File: config.mk
export PLATFORM = sky130hd
export DESIGN_NAME = apb_uart_ctrl
export DESIGN_NICKNAME = d
export VERILOG_FILES = /design/src/rtl/apb_uart_ctrl.sv
export SDC_FILE = /design/constraint.sdc
export NUM_CORES = 1
export LEC_CHECK = 0
export ABC_AREA = 1
export BUFFER_PORTS_ARGS = -buffer_cell sky130_fd_sc_hd__buf_4
export CAP_MARGIN = 5
export CORE_MARGIN = 2
export CORE_UTILIZATION = 47
export CTS_CLUSTER_SIZE = 25
export DETAILED_ROUTE_END_ITERATION = 6
export MAX_ROUTING_LAYER = met4
export PLACE_DENSITY = 0.88
export RECOVER_POWER = 50
export SYNTH_ARGS = -nofsm -noshare
export SYNTH_HDL_FRONTEND = slang
export SYNTH_SLANG_ARGS = --single-unit
File: constraint.sdc
create_clock -name CLK -period 1.67 [get_ports CLK]
set_input_delay 0.334 -clock CLK [delete_from_list [all_inputs] [get_ports CLK]]
set_output_delay 0.334 -clock CLK [all_outputs]
set_load 0.03 [all_outputs]
File: src/rtl/apb_uart_ctrl.sv
// apb_uart_ctrl: APB master that configures a UART, then polls its status and moves bytes between it and two byte streams
// Ports: CLK, RST (sync, active-high)
//        PADDR/PWDATA/PWRITE/PSEL/PENABLE out, PRDATA/PREADY/PSLVERR in: APB master side
//        tx_data/tx_valid in, tx_ready out: bytes to transmit
//        rx_data/rx_valid out, rx_ready in: received bytes
//        init_done: divisor and line control written; err_o: sticky PSLVERR or PREADY timeout
module apb_uart_ctrl #(
    parameter logic [31:0] DIV_ADDR   = 32'h0000_0000,
    parameter logic [31:0] LCR_ADDR   = 32'h0000_0004,
    parameter logic [31:0] STAT_ADDR  = 32'h0000_0008,
    parameter logic [31:0] TXD_ADDR   = 32'h0000_000C,
    parameter logic [31:0] RXD_ADDR   = 32'h0000_0010,
    parameter logic [31:0] DIV_VALUE  = 32'd54,
    parameter logic [31:0] LCR_VALUE  = 32'h0000_0003,
    parameter int          TX_RDY_BIT = 0,
    parameter int          RX_VLD_BIT = 1,
    parameter int          TIMEOUT    = 16
) (
    input  logic        CLK,
    input  logic        RST,
    output logic [31:0] PADDR,
    output logic [31:0] PWDATA,
    output logic        PWRITE,
    output logic        PSEL,
    output logic        PENABLE,
    input  logic [31:0] PRDATA,
    input  logic        PREADY,
    input  logic        PSLVERR,
    input  logic [7:0]  tx_data,
    input  logic        tx_valid,
    output logic        tx_ready,
    output logic [7:0]  rx_data,
    output logic        rx_valid,
    input  logic        rx_ready,
    output logic        init_done,
    output logic        err_o
);
    typedef enum logic [2:0] {RESET_INIT, WR_DIV, WR_LCR, POLL, RD_RX, WR_TX} state_t;
    typedef enum logic [1:0] {IDLE, SETUP, ACCESS} phase_t;
    state_t      state, state_n;
    phase_t      phase, phase_n;
    logic [15:0] cnt;
    logic [7:0]  tx_byte;
    logic        last_tx, init_step, done, tmo, stat_ok, rx_el, tx_el, pick_rx, pick_tx;
    logic        unused_prdata;
    assign unused_prdata = ^PRDATA;
    always_comb begin
        init_step = state == WR_DIV || state == WR_LCR;
        done      = phase == ACCESS && PREADY;
        // cnt holds the waits already seen, so this cycle is wait number cnt+1
        tmo       = phase == ACCESS && !PREADY && 32'(cnt) >= 32'(TIMEOUT - 1);
        stat_ok   = state == POLL && done && !PSLVERR;
        rx_el     = stat_ok && PRDATA[RX_VLD_BIT] && !rx_valid;
        tx_el     = stat_ok && PRDATA[TX_RDY_BIT] && tx_valid;
        // round robin: RX wins a tie unless it was served last
        pick_rx   = rx_el && (!tx_el || last_tx);
        pick_tx   = tx_el && !pick_rx;
        tx_ready  = pick_tx;
        state_n   = state;
        phase_n   = phase;
        if (state == RESET_INIT) begin
            state_n = WR_DIV;
            phase_n = SETUP;
        end else if (phase == IDLE) begin
            phase_n = SETUP;
        end else if (phase == SETUP) begin
            phase_n = ACCESS;
        end else if (done) begin
            phase_n = IDLE;
            state_n = state == WR_DIV ? WR_LCR : pick_rx ? RD_RX : pick_tx ? WR_TX : POLL;
        end else if (tmo) begin
            phase_n = IDLE;
            state_n = init_step ? state : POLL;
        end
        PSEL    = state != RESET_INIT && phase != IDLE;
        PENABLE = phase == ACCESS;
        PWRITE  = init_step || state == WR_TX;
        PADDR   = state == WR_DIV ? DIV_ADDR :
                  state == WR_LCR ? LCR_ADDR :
                  state == POLL   ? STAT_ADDR :
                  state == RD_RX  ? RXD_ADDR :
                  state == WR_TX  ? TXD_ADDR : 32'h0;
        PWDATA  = state == WR_DIV ? DIV_VALUE :
                  state == WR_LCR ? LCR_VALUE :
                  state == WR_TX  ? {24'h0, tx_byte} : 32'h0;
    end
    always_ff @(posedge CLK) begin
        if (RST) begin
            state     <= RESET_INIT;
            phase     <= IDLE;
            cnt       <= '0;
            tx_byte   <= '0;
            last_tx   <= 1'b1;
            rx_valid  <= 1'b0;
            rx_data   <= '0;
            init_done <= 1'b0;
            err_o     <= 1'b0;
        end else begin
            state   <= state_n;
            phase   <= phase_n;
            cnt     <= phase == SETUP ? 16'h0 : phase == ACCESS && !PREADY && cnt != 16'hFFFF ? cnt + 16'd1 : cnt;
            if (pick_tx) tx_byte <= tx_data;
            if (pick_rx || pick_tx) last_tx <= pick_tx;
            if (state == RD_RX && done && !PSLVERR) begin
                rx_valid <= 1'b1;
                rx_data  <= PRDATA[7:0];
            end else if (rx_valid && rx_ready) begin
                rx_valid <= 1'b0;
            end
            if (state == WR_LCR && done) init_done <= 1'b1;
            if ((done && PSLVERR) || tmo) err_o <= 1'b1;
        end
    end
endmodule

* Word-level counts from Yosys, hierarchy flattened
Cells that the tools add are included.
** Operators by class
- $add $sub $neg :: 1
- $lt $le $gt $ge :: 1
- Eq/ne operators :: 12
- Multiplexer cells :: 24
- Bitwise logic cells :: 2
- Reductions and logical operators :: 42
** Operators with widths (count)
- $mux 8 :: 3
- $mux 5 :: 4
- $logic_and 1x1->1 :: 18
- $mux 3 :: 6
- $add 16x1->16 const B :: 1
- $ge 16x4->1 const B :: 1
- $ne 16x16->1 const B :: 1
- $reduce_bool 3->1 :: 3
- $reduce_and 4->1 :: 2
- $mux 1 :: 7
- $eq 3x2->1 const B :: 2
- $eq 3x3->1 const B :: 2
- $mux 2 :: 3
- $reduce_bool 2->1 :: 3
- $logic_not 1->1 :: 5
- $logic_or 1x1->1 :: 5
- $reduce_bool 5->1 :: 1
- $mux 4 :: 1
- $ne 2x2->1 const B :: 2
- $reduce_or 2->1 :: 2
- $eq 3x1->1 const B :: 1
- $logic_not 3->1 :: 1
- $ne 3x1->1 const B :: 1
- $reduce_or 3->1 :: 1
- other kinds (5) :: 6
** Storage, ports and cells
- Flip-flop bits (word level) :: 41

* Depth between registers and ports, before layout
- Word-level depth :: 18
- Gate-level depth with buffers :: 9
- Gate-level depth less buffers :: 9

* Least setup slack after synthesis
OpenSTA, ideal clock, no wires.
- Path type :: reg2out
- From :: register state[0]
- To :: output port PWDATA[0]
- Data arrival time :: 1501 ps
- Data required time :: 1336 ps
- Slack :: -165 ps
- Cell stages (with the launch flop) :: 5
- Path buffers :: 0
- Cell sequence :: dfxtp_1 inv_1 nor2_1 nand2_1 o21ai_0
** Between the ends
- Word-level cells in the longest chain between the ends :: 4
- Elaborated cells on any way between the ends :: 6
- Those cells by class :: eq/ne (3); mux (3)
** Ends and longest elaborated chain
- from (decl) :: RTL line 40 : state_t state, state_n;
- from (signal assigned) :: RTL line 99 : state <= state_n;
- $eq 3x3->1 :: RTL line 85 : state == WR_TX ? {24'h0, tx_byte} : 32'h0;
- $mux 8 :: RTL line 85
- $mux 8 :: RTL line 84 : state == WR_LCR ? LCR_VALUE :
- $mux 8 (*) :: RTL line 83 : PWDATA = state == WR_DIV ? DIV_VALUE :
- to (decl) :: RTL line 22 : output logic [31:0] PWDATA,
Every way passes the cells marked *; elsewhere a longest branch is shown, timed or not.

* Final worst setup path
- From :: register state[1]
- To :: output port tx_ready
** Between the ends
- Word-level cells in the longest chain between the ends :: 10
- Elaborated cells on any way between the ends :: 12
- Those cells by class :: eq/ne (1); reduce/logical (11)
** Ends and longest elaborated chain
- $eq 3x2->1 (*) :: RTL line 52 : stat_ok = state == POLL && done && !PSLVERR;
- $logic_and 1x1->1 (*) (2 in series) :: RTL line 52
- $logic_and 1x1->1 (2 in series) :: RTL line 54 : tx_el = stat_ok && PRDATA[TX_RDY_BIT] && tx_valid;
- $logic_not 1->1 :: RTL line 56 : pick_rx = rx_el && (!tx_el || last_tx);
- $logic_or 1x1->1 :: RTL line 56
- $logic_and 1x1->1 :: RTL line 56
- $logic_not 1->1 :: RTL line 57 : pick_tx = tx_el && !pick_rx;
- $logic_and 1x1->1 (*) :: RTL line 57
- to (decl) :: RTL line 31 : output logic tx_ready,
Marks and branches as above.

==> flow_summary.ini <==
[finish]
area_of_all_sequential_standard_cells_um2 = 832
area_growth_syn_to_layout_pct = 19.8
fillers = 449
numnets_final = 521
share_of_the_core_filled_with_cells_in_the_final_layout = 0.586
antennaDiodeCount = 0
multi_input_area_um2 = 1490
drive_gt1_frac = 0.246

[detailed_routing]
routed_wirelength_mm = 6.33
detailedRoute.firstPassIterationCount = 4
routed-via-count = 2615
wire_length_on_met2_mm = 3.03
dr_wl_met3_um = 443
detail_route.wl_per_cell_um = 11.6
drt-initial-drc-count = 105
highest_layer_used_for_signal_routing = met4
drcViolationCount = 0
routed_via_density = 4.78
antenna_violating_nets_post_route = 0
m1_wl_mm = 2.67

[global_route]
antenna_found_initial = 0
grt_first_pass_wirelength_mm = 10.0
grt_start_max_net_pins = 16
number_of_global_route_vias_before_repair = 2297
grtUsageTotal = 0.202
global_route.overflow_total = 0

[die]
initial_utilization = 0.489
ios = 125
die_h_um = 79.9
die_width_um = 79.9
die_outline_area_um2 = 6380
floorplan.rows = 27
core_region_area_um2 = 5540

[critical_path]
critPathMaxStageDelay_ns = 0.41
worst_ep_required_time_ns = 1.34
crit_start = state[1]
cpMostUsedCell = sky130_fd_sc_hd__nand2_4
worst_setup_path_start_kind = flop
r2r-start = cnt[1]
crit_path_end_kind = output port
critPathKind = reg2out
ff2ff_path_depth = 8
crit_chain = nand2_2 > nor2_4 > nand2_4 > nor2_8 > nand2_4 > inv_2 > buf_6
timing.critical_path.fanout_max = 6
cp_data_arrival_time_ns = 1.42
cpMaxStageDelayCell = sky130_fd_sc_hd__dfxtp_4

[worst_hold_path]
hold_wc_path_type = in2reg
hold_path.startpoint = rx_ready
hold_path_depth = 4

[pwr]
power_per_cell_area_nw_per_um2 = 647
power_leakage_nw = 1.55
report.power.total_w = 0.00210
vdd.ir_drop.worst_mv = 0.467

[sta]
finalCritPeriodShare = 1.05
highest_clock_rate_mhz = 572
worst_slew_pin_slew_ns = 0.511
fin_crit_ns = 1.75
timing.final.ws_setup_ns = -0.0796
fin_worst_hold_slack_ns = 0.282
slew_viol_final = 0
grt_setup_unrepaired = yes
finalSetupTns_ns = -0.0796
clock_skew_ns = 0.00586
hold_viol_final = 0
max_slew_margin = 0.659
final_setup_viols = 1

[placed_design]
place.gp.congestion = 0.906
place.port_buffers = 47
dp_worst_setup_slack_ns = 0.0141
dpl.hpwl_mm = 4.23

[synth]
postSynthRegisterBits = 41
mean_syn_cell_area_um2 = 6.70
synth_top_area_share = 0.303
netlist_top_cells_area = sky130_fd_sc_hd__dfxtp_1, sky130_fd_sc_hd__buf_4, sky130_fd_sc_hd__nand2_1
cell_type_with_the_largest_total_area_after_synthesis = sky130_fd_sc_hd__dfxtp_1
netlist_area_um2 = 2710
synthDistinctLibCells = 33
yosysWarningCount = 0
synthCells = 404
seq_total_area_yosys = 0.303

[run_status]
outcome = finished with violations
failed_checks = setup timing

[job]
count_of_max_cap_constraint_violations = 0

[clock_network]
clkTransAtPathRegs_ns = 0.08
clock-sinks = 41
tritoncts_clock_tree = done
cts_buffers = 5
h-tree-depth = 2
ctsLongestPathBuffers = 2
clkLatencyLatePin_ns = 0.30
cts-root-buf = sky130_fd_sc_hd__clkbuf_8
hold_buffers = 0
where the power goes:
group / switching, W / total [W] / internal, W
registers: 0.00000868 / 0.000991 / 0.000982
clock network: 0.000356 / 0.000730 / 0.000374
logic: 0.000291 / 0.000380 / 0.0000895
Yosys cell counts:
library cell	number
sky130_fd_sc_hd__nand2_1	103
sky130_fd_sc_hd__buf_4	53
sky130_fd_sc_hd__inv_1	50
sky130_fd_sc_hd__nor2_1	44
sky130_fd_sc_hd__dfxtp_1	41
sky130_fd_sc_hd__a21oi_1	30
sky130_fd_sc_hd__nand3_1	26
sky130_fd_sc_hd__o21ai_0	9
sky130_fd_sc_hd__nor2_4	6
sky130_fd_sc_hd__xnor2_1	6
sky130_fd_sc_hd__a21oi_2	3
sky130_fd_sc_hd__inv_2	3
sky130_fd_sc_hd__nand2_4	3
sky130_fd_sc_hd__nor3_1	3
sky130_fd_sc_hd__xor2_1	3
sky130_fd_sc_hd__buf_6	2
sky130_fd_sc_hd__clkbuf_1	2
sky130_fd_sc_hd__o211ai_1	2
sky130_fd_sc_hd__a31oi_1	1
sky130_fd_sc_hd__and2_1	1
sky130_fd_sc_hd__buf_2	1
sky130_fd_sc_hd__clkinv_1	1
sky130_fd_sc_hd__conb_1	1
sky130_fd_sc_hd__ha_1	1
sky130_fd_sc_hd__nand2_2	1
sky130_fd_sc_hd__nand3_2	1
sky130_fd_sc_hd__nand3b_1	1
sky130_fd_sc_hd__nand4_1	1
sky130_fd_sc_hd__nor2_8	1
sky130_fd_sc_hd__nor3_2	1
sky130_fd_sc_hd__o2111ai_4	1
sky130_fd_sc_hd__o21ai_4	1
sky130_fd_sc_hd__or2_2	1
cell type report:
class	count	area share
clock inverters	1	0.00154
flip-flops and latches	41	0.256
inverters	54	0.0648
repair buffers	69	0.161
multi-input cells	303	0.459
well taps	72	0.0278
clock buffers	7	0.0297
flip-flops by register name, indices dropped and copies added (netlist names):
register,cells
cnt,16
rx_data,8
tx_byte,8
state,3
phase,2
err_o,1
init_done,1
last_tx,1
rx_valid,1
metrics by stage:
stage / area, um^2 / instances
2_1_floorplan: 2900 / 456
3_3_place_gp: 3000 / 529
3_5_place_dp: 3000 / 529
4_1_cts: 3200 / 544
5_1_grt: 3240 / 547
6_report: 3240 / 547
per-layer routing:
metal	track usage	vias to the layer above
met5	-	-
met4	0.105	0
met3	0.0407	22
met2	0.322	127
met1	0.240	1179
li1	-	1287
final timing paths:
check	endpoint	slack (ns)
max	tx_ready	-0.08
min	rx_valid	0.28
max reg2reg	cnt[10]	0.17
min reg2reg	rx_data[7]	0.47
cell usage in the layout, fill, tap and decap left out, types with 3 or more instances in the layout:
cell,n
sky130_fd_sc_hd__nand2_1,100
sky130_fd_sc_hd__buf_4,68
sky130_fd_sc_hd__conb_1,53
sky130_fd_sc_hd__inv_1,45
sky130_fd_sc_hd__nor2_1,42
sky130_fd_sc_hd__dfxtp_1,36
sky130_fd_sc_hd__a21oi_1,29
sky130_fd_sc_hd__nand3_1,25
sky130_fd_sc_hd__nor2_4,7
sky130_fd_sc_hd__clkbuf_8,7
sky130_fd_sc_hd__xnor2_1,6
sky130_fd_sc_hd__o21ai_0,6
sky130_fd_sc_hd__inv_2,5
sky130_fd_sc_hd__nand2_4,4
sky130_fd_sc_hd__a21oi_2,4
sky130_fd_sc_hd__inv_4,3
sky130_fd_sc_hd__nand2_2,3
sky130_fd_sc_hd__nor3_1,3
sky130_fd_sc_hd__xor2_1,3
sky130_fd_sc_hd__dfxtp_2,3
logic make-up after synthesis:
family          share of synthesized area
simple gates                        0.322
buf+inv                             0.235
compound gates                      0.105
flops                               0.303
xor+xnor                           0.0291
fa+ha+maj                         0.00462
other cells                       0.00138
critical path, delay by kind of cell (launching register included):
family / cells / cell delay, ns
and+or+nand+nor: 5 / 0.50
buffers and inverters: 2 / 0.20
DFF: 1 / 0.41
what timing repair did:
item                       in CTS  in global routing
setup endpoints to repair      12                  6
gates resized for setup        17                 13
setup buffers                   7                  3
pin swaps                       3                  4
(Power assumes the default switching activity.)
